### src/rtl/mm_write_arbiter.sv
// Round-robin arbiter granting one of num_req_p requesters access to the
// matrix memory write port, then sequencing strobe, wait-for-ready and done.
package mm_write_arbiter_pkg;
  typedef struct packed {
    logic [3:0] x;
    logic [3:0] y;
  } point_t;
endpackage

module mm_write_arbiter
  import mm_write_arbiter_pkg::*;
#(
  parameter int unsigned num_req_p = 3
) (
  input  logic                             clk_i,
  input  logic                             reset_i,
  input  logic [num_req_p-1:0]             req_v_i,
  input  point_t [num_req_p-1:0]           req_addr_i,
  input  logic [num_req_p-1:0][3:0][3:0]   req_data_i,
  output logic [num_req_p-1:0]             grant_o,
  output logic [num_req_p-1:0]             done_o,
  output logic                             busy_o,
  output point_t                           mm_write_addr_o,
  output logic [3:0][3:0]                  mm_write_data_o,
  output logic                             mm_write_v_o,
  input  logic                             mm_is_ready_i
);

  localparam int unsigned idx_w = (num_req_p > 1) ? $clog2(num_req_p) : 1;
  localparam logic [num_req_p-1:0] one_hot_base = {{(num_req_p-1){1'b0}}, 1'b1};

  typedef enum logic [1:0] {
    S_IDLE,
    S_ISSUE,
    S_WAIT,
    S_DONE
  } state_e;

  state_e           state_q, state_d;
  logic [idx_w-1:0] rr_q;
  logic [idx_w-1:0] win_q;
  logic [idx_w-1:0] win_idx;
  logic [idx_w-1:0] cand_idx;
  logic             win_found;
  logic             take;
  int unsigned      cand;
  point_t           addr_q;
  logic [3:0][3:0]  data_q;

  // Scan from rr_q upward, wrapping modulo num_req_p; first requester found wins.
  always_comb begin
    win_idx   = '0;
    win_found = 1'b0;
    cand      = 0;
    cand_idx  = '0;
    for (int unsigned i = 0; i < num_req_p; i++) begin
      cand = 32'(rr_q) + i;
      if (cand >= num_req_p) cand = cand - num_req_p;
      cand_idx = idx_w'(cand);
      if (!win_found && req_v_i[cand_idx]) begin
        win_found = 1'b1;
        win_idx   = cand_idx;
      end
    end
  end

  assign take = (state_q == S_IDLE) && mm_is_ready_i && win_found;

  always_comb begin
    state_d = state_q;
    case (state_q)
      S_IDLE:  if (take) state_d = S_ISSUE;
      S_ISSUE: state_d = S_WAIT;
      S_WAIT:  if (mm_is_ready_i) state_d = S_DONE;
      S_DONE:  state_d = S_IDLE;
      default: state_d = S_IDLE;
    endcase
  end

  // Pulses are masked during reset so an aborted transaction never reports done.
  always_comb begin
    grant_o      = '0;
    done_o       = '0;
    busy_o       = 1'b0;
    mm_write_v_o = 1'b0;
    if (!reset_i) begin
      if (take) grant_o = one_hot_base << win_idx;
      if (state_q == S_DONE) done_o = one_hot_base << win_q;
      busy_o       = (state_q != S_IDLE);
      mm_write_v_o = (state_q == S_ISSUE);
    end
  end

  assign mm_write_addr_o = addr_q;
  assign mm_write_data_o = data_q;

  always_ff @(posedge clk_i) begin
    if (reset_i) begin
      state_q <= S_IDLE;
      rr_q    <= '0;
      win_q   <= '0;
      addr_q  <= '0;
      data_q  <= '0;
    end else begin
      state_q <= state_d;
      if (take) begin
        win_q  <= win_idx;
        addr_q <= req_addr_i[win_idx];
        data_q <= req_data_i[win_idx];
        rr_q   <= (win_idx == idx_w'(num_req_p - 1)) ? '0 : win_idx + idx_w'(1);
      end
    end
  end

endmodule

### config.mk
export PLATFORM = sky130hd
export DESIGN_NAME = mm_write_arbiter
export DESIGN_NICKNAME = d
export VERILOG_FILES = /design/src/rtl/mm_write_arbiter.sv
export SDC_FILE = /design/constraint.sdc
export NUM_CORES = 1
export LEC_CHECK = 0
export ABC_CLOCK_PERIOD_IN_PS = 7650
export BUFFER_PORTS_ARGS = -buffer_cell sky130_fd_sc_hd__buf_2
export CAP_MARGIN = 30
export CORE_MARGIN = 2
export CORE_UTILIZATION = 41
export CTS_BUF_LIST = sky130_fd_sc_hd__clkbuf_8
export DETAILED_ROUTE_END_ITERATION = 6
export MAX_ROUTING_LAYER = met4
export PLACE_DENSITY = 0.74
export REMOVE_ABC_BUFFERS = 1
export SETUP_SLACK_MARGIN = 0.5
export SYNTH_ARGS = -nofsm -noshare
export SYNTH_HDL_FRONTEND = slang
export SYNTH_SLANG_ARGS = --single-unit
### constraint.sdc
create_clock -name clk_i -period 7.65 [get_ports clk_i]
set_input_delay 1.1475 -clock clk_i [delete_from_list [all_inputs] [get_ports clk_i]]
set_output_delay 1.1475 -clock clk_i [all_outputs]
set_load 0.01 [all_outputs]
# == Word level (Yosys, flattened, before mapping) ==
# Cells that the tools add are included.
# totals
reg_bits,30
inputBits,78
wordCells,68
# classes
mux,29
n_eq_ne,6
reduce_logical,9
add_sub_neg,6
order_cmp,7
shifts,2
# ops
op,n
binary-select mux 16 bit (select 2 bit),1
two-way mux 2 bit,9
binary-select mux 8 bit (select 2 bit),1
two-way mux 16 bit,1
less-than comparator 2 x 3 -> 1 bit (second input constant),4
two-way mux 3 bit,4
two-way mux 1 bit,8
two-way mux 8 bit,1
case mux 2 bit (4 select lines),1
binary-select mux 1 bit (select 2 bit),3
equality test 2 bit (second input constant),3
>= comparator 3 x 2 -> 1 bit (second input constant),2
left shift 1 x 2 -> 3 bit (first input constant),2
subtractor 2 bit (second input constant),3
logical AND 1 bit,4
inequality test 2 bit (second input constant),2
adder 2 x 1 -> 3 bit (second input constant),1
adder 2 x 2 -> 3 bit (second input constant),1
adder 2 x 1 -> 2 bit (second input constant),1
equality test 2 x 1 -> 1 bit (second input constant),1
>= comparator 2 bit (second input constant),1
zero test 1 bit,2
zero test 2 bit,1
AND reduction 2 bit,1
nonzero test 2 bit,1

# == Longest topological paths before layout ==
# Gate-level depths: netlist (run 1).
# depth
word_depth,14
depth_mapped,11
mapped_depth_nobuf,8

# == Worst setup path before layout (run 1) ==
# No wires, ideal clock.
# synth_timing
path_kind,input -> output
from,input port req_v_i[1]
to,output port grant_o[0]
path_stages,8
path_buffers,2
setup_slack_ns,3.982
arrival_ns,2.521
cell_sequence,mux2i_1 > o21ai_2 > nor3_1 > o31a_1 > or3_1 > buf_6 > buf_6 > nor2_1
# synth_via
elab_chain_len,12
# synth_rtl
element,line,text
"start, declared",17,"input logic [num_req_p-1:0] req_v_i,"
binary-select mux 1 bit (select 2 bit),60,if (!win_found && req_v_i[cand_idx]) begin
two-way mux 1 bit (not written as such),60,
two-way mux 1 bit,60,
zero test 1 bit,60,
logical AND 1 bit,60,
two-way mux 1 bit,60,
zero test 1 bit,60,
logical AND 1 bit,60,
two-way mux 2 bit / two-way mux 1 bit (equally long branches),60,
left shift 1 x 2 -> 3 bit / logical AND 1 bit (equally long branches),"87, 67",
two-way mux 3 bit *,87,if (take) grant_o = one_hot_base << win_idx;
two-way mux 3 bit *,86,if (!reset_i) begin
"end, declared",20,"output logic [num_req_p-1:0] grant_o,"
# Mark *: on every way between the ends. The rest lies on a longest branch, timed or not. The select of a mux whose other input is x is not followed.

# == Worst setup path after layout (run 1) ==
# Same ends and word-level chain as after synthesis.

==> results of run 1 <==
==> per-stage QoR <==
| step | instances | hold slack [ns] | area [um^2] |
|---|---|---|---|
| finish | 392 | 0.490 | 2790 |
| global route | 392 | 0.530 | 2790 |
| CTS | 392 | 0.491 | 2790 |
| detailed placement | 385 | 0.483 | 2680 |
| global placement | 385 | 0.474 | 2680 |
| floorplan | 203 | 0.452 | 2020 |
==> cell usage in the layout (no fill, tap or decap), types with 4 or more instances in the layout <==
cell and count:
a21oi_1 7, buf_2 109, clkbuf_8 6, dfxtp_1 30, ha_1 9, inv_1 5, mux2i_1 28, nand2_1 5
nand2b_1 31, nand3b_1 28, nor2_1 9, nor3_1 4, o221ai_1 7, o221ai_2 18
==> kinds of logic (layout without fill, tap and decap cells) <==
kind of cell	count (synthesis)	after routing	synth area share, %
mux	28	28	13.2
fa+ha+maj	9	9	5.30
compound gates	42	42	20.9
flops	30	30	28.3
buf+inv	23	124	5.71
simple gates	89	89	26.7
==> critical path: stages <==
cell	delay [ns]
buf_2	0.14
mux2i_1	0.23
o21ai_2	0.12
nor3_1	0.33
nand3b_1	0.15
buf_4	0.31
or3_1	0.41
buf_4	0.38
nor2_1	0.08
buf_2	0.14
==> state kept, by name (all words and copies together) (netlist names) <==
register	cells
mm_write_data_o	16
state_q	2
win_q	2
mm_write_addr_o	8
rr_q	2
==> report_power, final <==
group          leakage (nW)  switching [W]  internal, W
combinational         0.956       0.000267     0.000207
sequential            0.246      0.0000352     0.000211
clock                0.0573      0.0000580     0.000104
==> how the worst min path moves through the flow <==
stage | startpoint | end | slack (ns) | cells after the start
finish | win_q[1] | win_q[1] | 0.49 | 2
CTS | win_q[1] | win_q[1] | 0.49 | 2
floorplan | win_q[0] | win_q[0] | 0.45 | 2
global route | win_q[1] | win_q[1] | 0.53 | 2
global placement | win_q[1] | win_q[1] | 0.47 | 2
detailed placement | win_q[1] | win_q[1] | 0.48 | 2
==> per-layer routing <==
layer  routed length (um)  track usage, %
met1                 2420            25.4
met2                 2560            32.8
met3                  372            3.79
met4                   68            6.73
met5                    0               -
==> final cells by class <==
cell class	instances	area (um^2)	share of cell area, %
flip-flops and latches	30	601	21.5
multi-input cells	168	1400	50.3
inverters	5	18.8	0.672
repair buffers	112	568	20.3
clock buffers	6	82.6	2.96
clock inverters	1	30.0	1.08
well taps	70	87.6	3.14
==> results by group, run 1 <==
Finish
  – Synthesis-to-finish area growth: 31.3%
  – Core Util, Final: ~55%
  – N_diodes: 0
  – Fillers: 470
  – Final nets: 409
  – Layout cells sized above 1: 43.8%

Clock tree
  – Num Clock Sinks: 30
  – Post-cts sizing count: 0
  – H-tree depth: 2
  – CTS Buffer Depth: 2
  – Clock-pin slew on the worst setup and hold paths: 0.06 ns
  – Hold buffer count at cts: 0
  – TritonCTS clock tree: done
  – Post-CTS setup buffer count: 0
  – Total CTS buffers: 5
  – Worst-Skew Late Latency: 0.27 ns
  – CTS root buf: clkbuf_8

Floorplan
  – Die X: 76.0 um
  – Die height: 76.0 um
  – Site Rows: 26
  – Initial Util: 42.2%
  – Num ports: 110
  – Core area: 0.00504 mm^2
  – Die area: 0.00578 mm^2

Synthesis
  – Post-synth top area share: 28.3%
  – Asr flop ratio synth: 0%
  – Syn_area_per_cell: 9.62 um^2
  – Synthesized flop and latch total: 30
  – Distinct cells, synth: 32
  – Area contributors post-synth: dfxtp_1, mux2i_1, o221ai_2
  – Cell area after synthesis: 0.00213 mm^2
  – Number of synthesized flops with an enable pin: 0
  – Yosys warning total: 0
  – Instance count of the mapped netlist: 221
  – Count leader, synth: nand2b_1
  – Biggest area consumer among synthesized cells: dfxtp_1
  – Top FF cell, synth: dfxtp_1
  – Post-synthesis sequential area ratio: 28.3%
  – Most common library cells after synthesis: nand2b_1, dfxtp_1, mux2i_1, nand3b_1, o221ai_2

Critical path
  – Crit path launch: req_v_i[1]
  – Worst setup endpoint: grant_o[0]
  – WS Path Type: primary input to output port
  – Endpoint of the worst register-to-register path: mm_write_data_o[8]
  – Slack of the worst reg-to-reg path: approximately 4.6 ns
  – WP data arrival: 3.47 ns
  – CP startpoint kind: primary input
  – Crit-path max FO: 32
  – Worst EP required: 6.50 ns
  – Setup crit end kind: output port
  – FF-to-FF path depth: 10
  – Launch point of the worst reg-to-reg path: rr_q[1]

Run
  – Max-cap viol count: 0

Global routing
  – Largest net degree at the start of global routing: 60
  – First-pass GRT wire length: ~9500 um
  – Initial antenna violation count: 0
  – GR Overflow Total: 0
  – GRT Total Usage: between 20% and 30%
  – Number of global-route vias before repair: 2100

Placement
  – HPWL Detailed: 4030 um
  – Routability cong.: 0.864
  – Port Buffers: ~110
  – Pre-CTS setup slack: 3.06 ns

STA
  – Headroom to the max-slew limit: approximately two fifths
  – Setup-failing EPs final: 0
  – Fin worst setup slack: 3.04 ns
  – Count of final hold-check violations: 0
  – Post-route minimum period: 4.61 ns
  – Worst slew pin tran: roughly 0.9 ns
  – Total negative slack: 0 ns
  – Skew final: 0.00418 ns
  – Pins Over Slew Limit: 0
  – Unrepaired setup endpoints after global routing: false
  – Max Clock Freq: 217 MHz
  – Final period util: 60.3%

Routing
  – Vias post-DR: 2067
  – Pre-antenna DRT Iters: 4
  – Antenna-violating nets left: 0
  – WL final: about 5400 um
  – 1st-iter DRT viols: 86
  – Residual DRC: 0
  – WL/cell: roughly 14 um
  – Avg Vias per Cell: 5.27

Power
  – Leakage: 1.26 nW
  – Maximum vdd ir drop: 0.139 mV
  – Power per cell area: 316 mW/mm^2
  – Total power: 0.000883 W

Worst hold path
  – Hold Crit Class: flop to flop

Status
  – Run status: finished clean
Power figures use the tool's default switching activity.
==> run 2: changes to the inputs <==
ABC_AREA = 1   (was not set)
ABC_CLOCK_PERIOD_IN_PS = 3900   (was 7650)
PLACE_DENSITY = 0.76   (was 0.74)
clock period = 3.9 ns   (was 7.65 ns; I/O delays follow)
==> results by group, run 2 <==
STA
  – Skew final: 0.0101 ns (+0.00591 ns)
  – Headroom to the max-slew limit: 59.8% (+22 points)
  – Total negative slack: 0 ns (unchanged)
  – Unrepaired setup endpoints after global routing: false
  – Post-route minimum period: around 3.1 ns
  – Pins Over Slew Limit: 0 (unchanged)
  – Final period util: 80.5%
  – Fin worst setup slack: 0.761 ns (-2.27 ns)
  – Worst slew pin tran: 0.601 ns (-0.325 ns)
  – Count of final hold-check violations: 0 (unchanged)
  – Setup-failing EPs final: 0 (unchanged)
  – Hold slack final: 0.507 ns (+0.0175 ns)
  – Max Clock Freq: 319 MHz

Clock tree
  – Hold buffer count at cts: 0 (unchanged)
  – Num Clock Sinks: 30 (unchanged)
  – TritonCTS clock tree: done
  – Post-CTS setup buffer count: 0 (unchanged)
  – Total CTS buffers: 5 (unchanged)
  – Post-cts sizing count: 0 (unchanged)
  – Clock-pin slew on the worst setup and hold paths: 0.06 ns (about the same)
  – CTS root buf: clkbuf_8
  – CTS Buffer Depth: 2 (unchanged)
  – Worst-Skew Late Latency: 0.28 ns (about the same)
  – H-tree depth: 2 (unchanged)

Finish
  – Final instance area: 0.00275 mm^2 (-1.5%)
  – Register area: 601 um^2 (unchanged)
  – Core Util, Final: 54.2% (-1.2 points)
  – Final nets: 509 (+24%)
  – Fillers: 529 (+13%)
  – Multi-input gate area: 0.00136 mm^2 (-2.9%)
  – Synthesis-to-finish area growth: 28.1%
  – Most frequent cells in the layout: buf_2, nand2_1, nand3_1, dfxtp_1, nor2_1
  – N_diodes: 0 (unchanged)
  – Most common cell after layout, fill and taps aside: buf_2
  – Max reg flops: 16 (unchanged)
  – Layout cells sized above 1: 34.4% (-9.4 points)

Power
  – Maximum vdd ir drop: 0.340 mV (+140%)
  – Leakage: 1.47 nW (+17%)
  – Seq pwr share: 23.5% (-4.4 points)
  – Clock share of power: 10.7% (-7.7 points)
  – Power per cell area: 797 mW/mm^2 (+150%)
  – Switching share of power: 52.9% (+12 points)
  – Comb pwr share: 65.8% (+12 points)
  – Psw: 0.00116 W (+220%)
  – Int Pwr: 0.00103 W (+97%)

Critical path
  – WP buf/inv: 3 (-1)
  – Slack of the worst reg-to-reg path: 1.44 ns (-3.11 ns)
  – WS Path Type: flop to output port
  – Crit-path max FO: 38 (+19%)
  – CP startpoint kind: flop
  – Crit path launch: rr_q[0]
  – FF-to-FF path depth: 12 (+2)
  – Worst EP required: 3.31 ns (-3.19 ns)
  – CP cell instances: inv_1 -> ha_1 -> nand2_1 -> nor2_1 -> a21oi_4 -> nand4_4 -> nand2_4 -> inv_4 -> nand2_1 -> nor3_1 -> buf_2
  – CP max-delay cell: dfxtp_1
  – Endpoint of the worst register-to-register path: mm_write_data_o[10]
  – Critical path's top delay family: simple AND/OR/NAND/NOR gates
  – Total stage count of the critical path: 11 (+1)
  – Setup crit end kind: output port
  – Critical path's most frequent cell: nand2_1
  – Max incr delay on CP: 0.38 ns (-0.03 ns)
  – WP data arrival: 2.55 ns (-0.92 ns)
  – Launch point of the worst reg-to-reg path: rr_q[0]

Global routing
  – Largest net degree at the start of global routing: 39 (-35%)
  – GR Overflow Total: 0 (unchanged)
  – Initial antenna violation count: 0 (unchanged)
  – GRT Total Usage: 21.5% (+1.4 points)
  – Number of global-route vias before repair: 2260 (+7.6%)
  – First-pass GRT wire length: 10100 um (+6.4%)

Placement
  – Area after DPL: 0.00266 mm^2 (-0.61%)
  – Routability cong.: 0.919 (+6.3%)
  – Pre-CTS setup slack: 0.849 ns (-2.21 ns)
  – Port Buffers: 109 (unchanged)
  – HPWL Detailed: 4400 um (+9.1%)

Run
  – Max-cap viol count: 0 (unchanged)

Synthesis
  – Number of synthesized flops with an enable pin: 0 (unchanged)
  – Yosys warning total: 0 (unchanged)
  – Cell area after synthesis: 0.00215 mm^2 (+0.94%)
  – Top FF cell, synth: dfxtp_1
  – Post-synthesis sequential area ratio: 28.0% (-0.26 points)
  – Most common library cells after synthesis: nand2_1, dfxtp_1, nand3_1
  – Area contributors post-synth: dfxtp_1, nand2_1, nand3_1
  – Synthesized flop and latch total: 30 (unchanged)
  – Biggest area consumer among synthesized cells: dfxtp_1
  – Syn_area_per_cell: 6.68 um^2 (-31%)
  – Distinct cells, synth: 29 (-9.4%)
  – Count leader, synth: nand2_1
  – Instance count of the mapped netlist: 321 (+45%)
  – Post-synth top area share: 28.0% (-0.26 points)
  – Asr flop ratio synth: 0% (unchanged)

Routing
  – Vias post-DR: 2450 (+19%)
  – Pre-antenna DRT Iters: 4 (unchanged)
  – 1st-iter DRT viols: 70 (-19%)
  – Avg Vias per Cell: 4.98 (-5.6%)
  – Residual DRC: 0 (unchanged)
  – WL/cell: 12.3 um (-11%)
  – WL final: 6040 um (+12%)
  – Antenna-violating nets left: 0 (unchanged)

Floorplan
  – Num ports: 110 (unchanged)
  – Initial Util: 42.3% (+0.12 points)
  – Site Rows: 26 (unchanged)
  – Die height: 76.3 um (+0.45%)
  – Die X: 76.3 um (+0.45%)
  – Core area: 0.00507 mm^2 (+0.65%)
  – Die area: 0.00583 mm^2 (+0.90%)

Status
  – Run status: finished clean

Worst hold path
  – Hold_sp: win_q[0]
  – Hold path cells: 2 (unchanged)
  – Hold Crit Class: flop to flop
  – WHS Endpoint: win_q[0]
[run 2: cell count changes after synthesis, moves of 27 or more]
cell,delta
nand3b_1,-27
nand2_1,+101
mux2i_1,-28
nand3_1,+30
nand2b_1,-31
[run 2: final cells by class]
type | instances | area share, %
multi-input cells | 258 | 49.6
flip-flops and latches | 30 | 21.8
well taps | 70 | 3.19
inverters | 17 | 2.41
clock buffers | 5 | 2.50
clock inverters | 2 | 0.364
repair buffers | 110 | 20.1
[run 2: per-stage QoR]
step	power, W	cells
floorplan	0.00155	305
global placement	0.00193	485
finish	0.00219	492
CTS	0.00220	492
global route	0.00243	492
detailed placement	0.00196	485
[run 2: cell families after synthesis]
family	after synthesis	share of synthesized area, %
AO/OA/AOI/OAI	62	16.6
adder cells (fa/ha/maj)	9	5.25
buffers and inverters	33	8.75
flip-flops	30	28.0
AND/OR/NAND/NOR	187	41.4
[run 2: worst max-delay path by stage]
| stage | end | slack (ns) |
|---|---|---|
| 2_1_floorplan | grant_o[0] | 1.28 |
| 3_3_place_gp | grant_o[1] | 0.94 |
| 3_5_place_dp | grant_o[1] | 0.85 |
| 4_1_cts | grant_o[1] | 0.55 |
| 5_1_grt | grant_o[0] | 0.53 |
| 6_report | grant_o[1] | 0.76 |
[run 2: power by group through the flow]
stage	logic, W	registers, W	clock network [W]
2_1_floorplan	0.000990	0.000560	0
3_3_place_gp	0.00141	0.000514	0
3_5_place_dp	0.00144	0.000518	0
4_1_cts	0.00145	0.000514	0.000241
5_1_grt	0.00164	0.000530	0.000256
6_report	0.00144	0.000514	0.000235
[run 2: worst reg2reg max path, delay by kind of cell, from the launching register on]
kind,cells,cell delay [ns]
adders and majority gates,1,0.37
buffers and inverters,2,0.26
DFF,1,0.38
and+or+nand+nor,9,1.35
[run 2: metal layers]
metal	GRT usage (%)	wire [um]	share of wire (%)
met5	-	0	0
met4	3.27	40	0.66
met3	6.04	411	6.8
met2	37.7	2960	49
met1	25.0	2630	43
==> run 3: changes to the inputs <==
ABC_CLOCK_PERIOD_IN_PS = 3000   (was 3900)
PLACE_DENSITY = 0.73   (was 0.76)
clock period = 3 ns   (was 3.9 ns; I/O delays follow)
==> results by group, run 3 (synthesis results as in run 2) <==
Global routing
  – Number of global-route vias before repair: 2297 (+1.6%)
  – Initial antenna violation count: 0 (unchanged)
  – First-pass GRT wire length: 10900 um (+7.6%)
  – GR Overflow Total: 0 (unchanged)
  – GRT Total Usage: 23.5% (+2.0 points)
  – Largest net degree at the start of global routing: 38 (-2.6%)

Critical path
  – CP max-delay cell: dfxtp_4
  – WP data arrival: 2.07 ns (-0.48 ns)
  – WS Path Type: flop to output port
  – Worst EP required: 2.55 ns (-0.76 ns)
  – Slack of the worst reg-to-reg path: 0.70 ns (-0.74 ns)
  – Crit-path max FO: 5 (-87%)
  – Total stage count of the critical path: 10 (-1)
  – Max incr delay on CP: 0.38 ns (about the same)
  – CP startpoint kind: flop
  – Launch point of the worst reg-to-reg path: rr_q[1]
  – FF-to-FF path depth: 15 (+3)
  – CP cell instances: inv_2 -> ha_4 -> nand2_2 -> nor2_4 -> a21oi_4 -> buf_6 -> nand4_1 -> o211ai_1 -> nor3_2 -> buf_2
  – Critical path's top delay family: simple AND/OR/NAND/NOR gates
  – Setup crit end kind: output port
  – WP buf/inv: 3 (unchanged)
  – Endpoint of the worst register-to-register path: mm_write_data_o[10]

STA
  – Setup-failing EPs final: 0 (unchanged)
  – Worst slew pin tran: 0.425 ns (-0.176 ns)
  – Skew final: 0.00793 ns (-0.00217 ns)
  – Final period util: a little over four fifths
  – Post-route minimum period: approximately 2.5 ns
  – Pins Over Slew Limit: 0 (unchanged)
  – Total negative slack: 0 ns (unchanged)
  – Headroom to the max-slew limit: 71.6% (+12 points)
  – Unrepaired setup endpoints after global routing: false
  – Max Clock Freq: 396 MHz
  – Count of final hold-check violations: 0 (unchanged)

Finish
  – Register area: 608 um^2 (+1.2%)
  – Most frequent cells in the layout: buf_2, nand2_1, nand3_1
  – Synthesis-to-finish area growth: 41.0%
  – Layout cells sized above 1: 40.8% (+6.4 points)
  – N_diodes: 0 (unchanged)
  – Multi-input gate area: 0.00148 mm^2 (+8.6%)
  – Max reg flops: 16 (unchanged)
  – Final nets: 525 (+3.1%)
  – Fillers: 490 (-7.4%)
  – Most common cell after layout, fill and taps aside: buf_2

Clock tree
  – CTS Buffer Depth: 2 (unchanged)
  – Hold buffer count at cts: 0 (unchanged)
  – Num Clock Sinks: 30 (unchanged)
  – Worst-Skew Late Latency: 0.29 ns (about the same)
  – TritonCTS clock tree: done
  – CTS root buf: clkbuf_8
  – H-tree depth: 2 (unchanged)
  – Clock-pin slew on the worst setup and hold paths: 0.06 ns (about the same)
  – Total CTS buffers: 5 (unchanged)

Placement
  – HPWL Detailed: 4690 um (+6.7%)
  – Port Buffers: 109 (unchanged)
  – Routability cong.: 0.886 (-3.6%)

Power
  – Switching share of power: 50.2% (-2.7 points)
  – Total power: 0.00334 W (+53%)
  – Maximum vdd ir drop: 0.471 mV (+39%)
  – Power per cell area: 1110 mW/mm^2 (+39%)
  – Leakage: 1.59 nW (+7.7%)
  – Seq pwr share: 20.1% (-3.4 points)
  – Psw: 0.00168 W (+45%)
  – Comb pwr share: 67.7% (+1.9 points)
  – Clock share of power: 12.2% (+1.5 points)
  – Int Pwr: 0.00167 W (+61%)

Worst hold path
  – Hold_sp: reset_i
  – WHS Endpoint: rr_q[1]
  – Hold Crit Class: primary input to flop
  – Hold path cells: 2 (unchanged)

Routing
  – 1st-iter DRT viols: 160 (+130%)
  – Vias post-DR: 2569 (+4.9%)
  – Antenna-violating nets left: 0 (unchanged)
  – WL/cell: 13.6 um (+11%)
  – Avg Vias per Cell: 5.05 (+1.4%)
  – Residual DRC: 0 (unchanged)
  – Pre-antenna DRT Iters: 4 (unchanged)
  – WL final: 6940 um (+15%)

Floorplan
  – Site Rows: 26 (unchanged)
  – Die X: 76.3 um (unchanged)
  – Initial Util: 42.3% (unchanged)
  – Die height: 76.3 um (unchanged)
  – Core area: 0.00507 mm^2 (unchanged)
  – Die area: 0.00583 mm^2 (unchanged)
  – Num ports: 110 (unchanged)

Run
  – Max-cap viol count: 0 (unchanged)

Status
  – Run status: finished clean
-- run 3: through the flow --
| step | util (%) | instance area (um^2) | instances | hold WS, ns | worst slack, ns |
|---|---|---|---|---|---|
| floorplan | - | 2020 | 305 | 0.461 | 0.511 |
| global placement | 52.9 | 2690 | 488 | 0.486 | 0.412 |
| detailed placement | 52.9 | 2690 | 488 | 0.492 | 0.364 |
| CTS | 57.5 | 2920 | 503 | 0.379 | 0.478 |
| global route | 59.6 | 3030 | 509 | 0.391 | 0.405 |
| finish | 59.6 | 3030 | 509 | 0.378 | 0.477 |
-- run 3: how the worst max path moves through the flow --
| stage | startpoint | end | slack (ns) |
|---|---|---|---|
| after floorplan | rr_q[0] | grant_o[0] | 0.51 |
| after global placement | rr_q[0] | grant_o[1] | 0.41 |
| after detailed placement | rr_q[0] | grant_o[1] | 0.36 |
| after CTS | rr_q[0] | grant_o[1] | 0.48 |
| after global routing | rr_q[0] | grant_o[0] | 0.41 |
| final | rr_q[0] | grant_o[0] | 0.48 |
-- run 3: worst reg2reg max path, stage by stage (launching register included) --
cell	delay, ns
dfxtp_4	0.38
inv_2	0.06
ha_4	0.17
nand2_1	0.10
nand2_2	0.09
a21oi_4	0.26
buf_6	0.15
nand4_1	0.14
nand2_4	0.14
buf_4	0.20
buf_8	0.19
nor2_8	0.08
nand2_1	0.06
nand2_1	0.04
nor2_1	0.10
nor2_1	0.05
-- run 3: layout make-up --
cell class	instances	area share, %
clock buffer	5	2.27
inverter	17	2.11
tap	70	2.89
sequential	30	20.1
timing repair buffer	125	22.4
multi-input combinational	259	48.9
clock inverter	3	1.32
-- run 3: routing by layer --
metal	GRT usage (%)	part of all wire, %	vias up
li1	-	-	1292
met1	27.6	41	1149
met2	40.7	50	117
met3	5.45	7.1	11
met4	5.82	1.4	0
met5	-	0	-
-- run 3: power by group through the flow --
stage          Combinational [W]  Sequential (W)  Clock [W]
2_1_floorplan            0.00129        0.000728          0
3_3_place_gp             0.00186        0.000661          0
5_1_grt                  0.00252        0.000697   0.000443
4_1_cts                  0.00210        0.000663   0.000417
6_report                 0.00226        0.000673   0.000407
3_5_place_dp             0.00189        0.000666          0
-- run 3: repair_timing --
action,4_1_cts,5_1_grt
resized for setup,15,18
hold endpoints to repair,0,0
setup endpoints to repair,3,13
buffers inserted,6,6
cloned,1,0
pin swaps,6,10
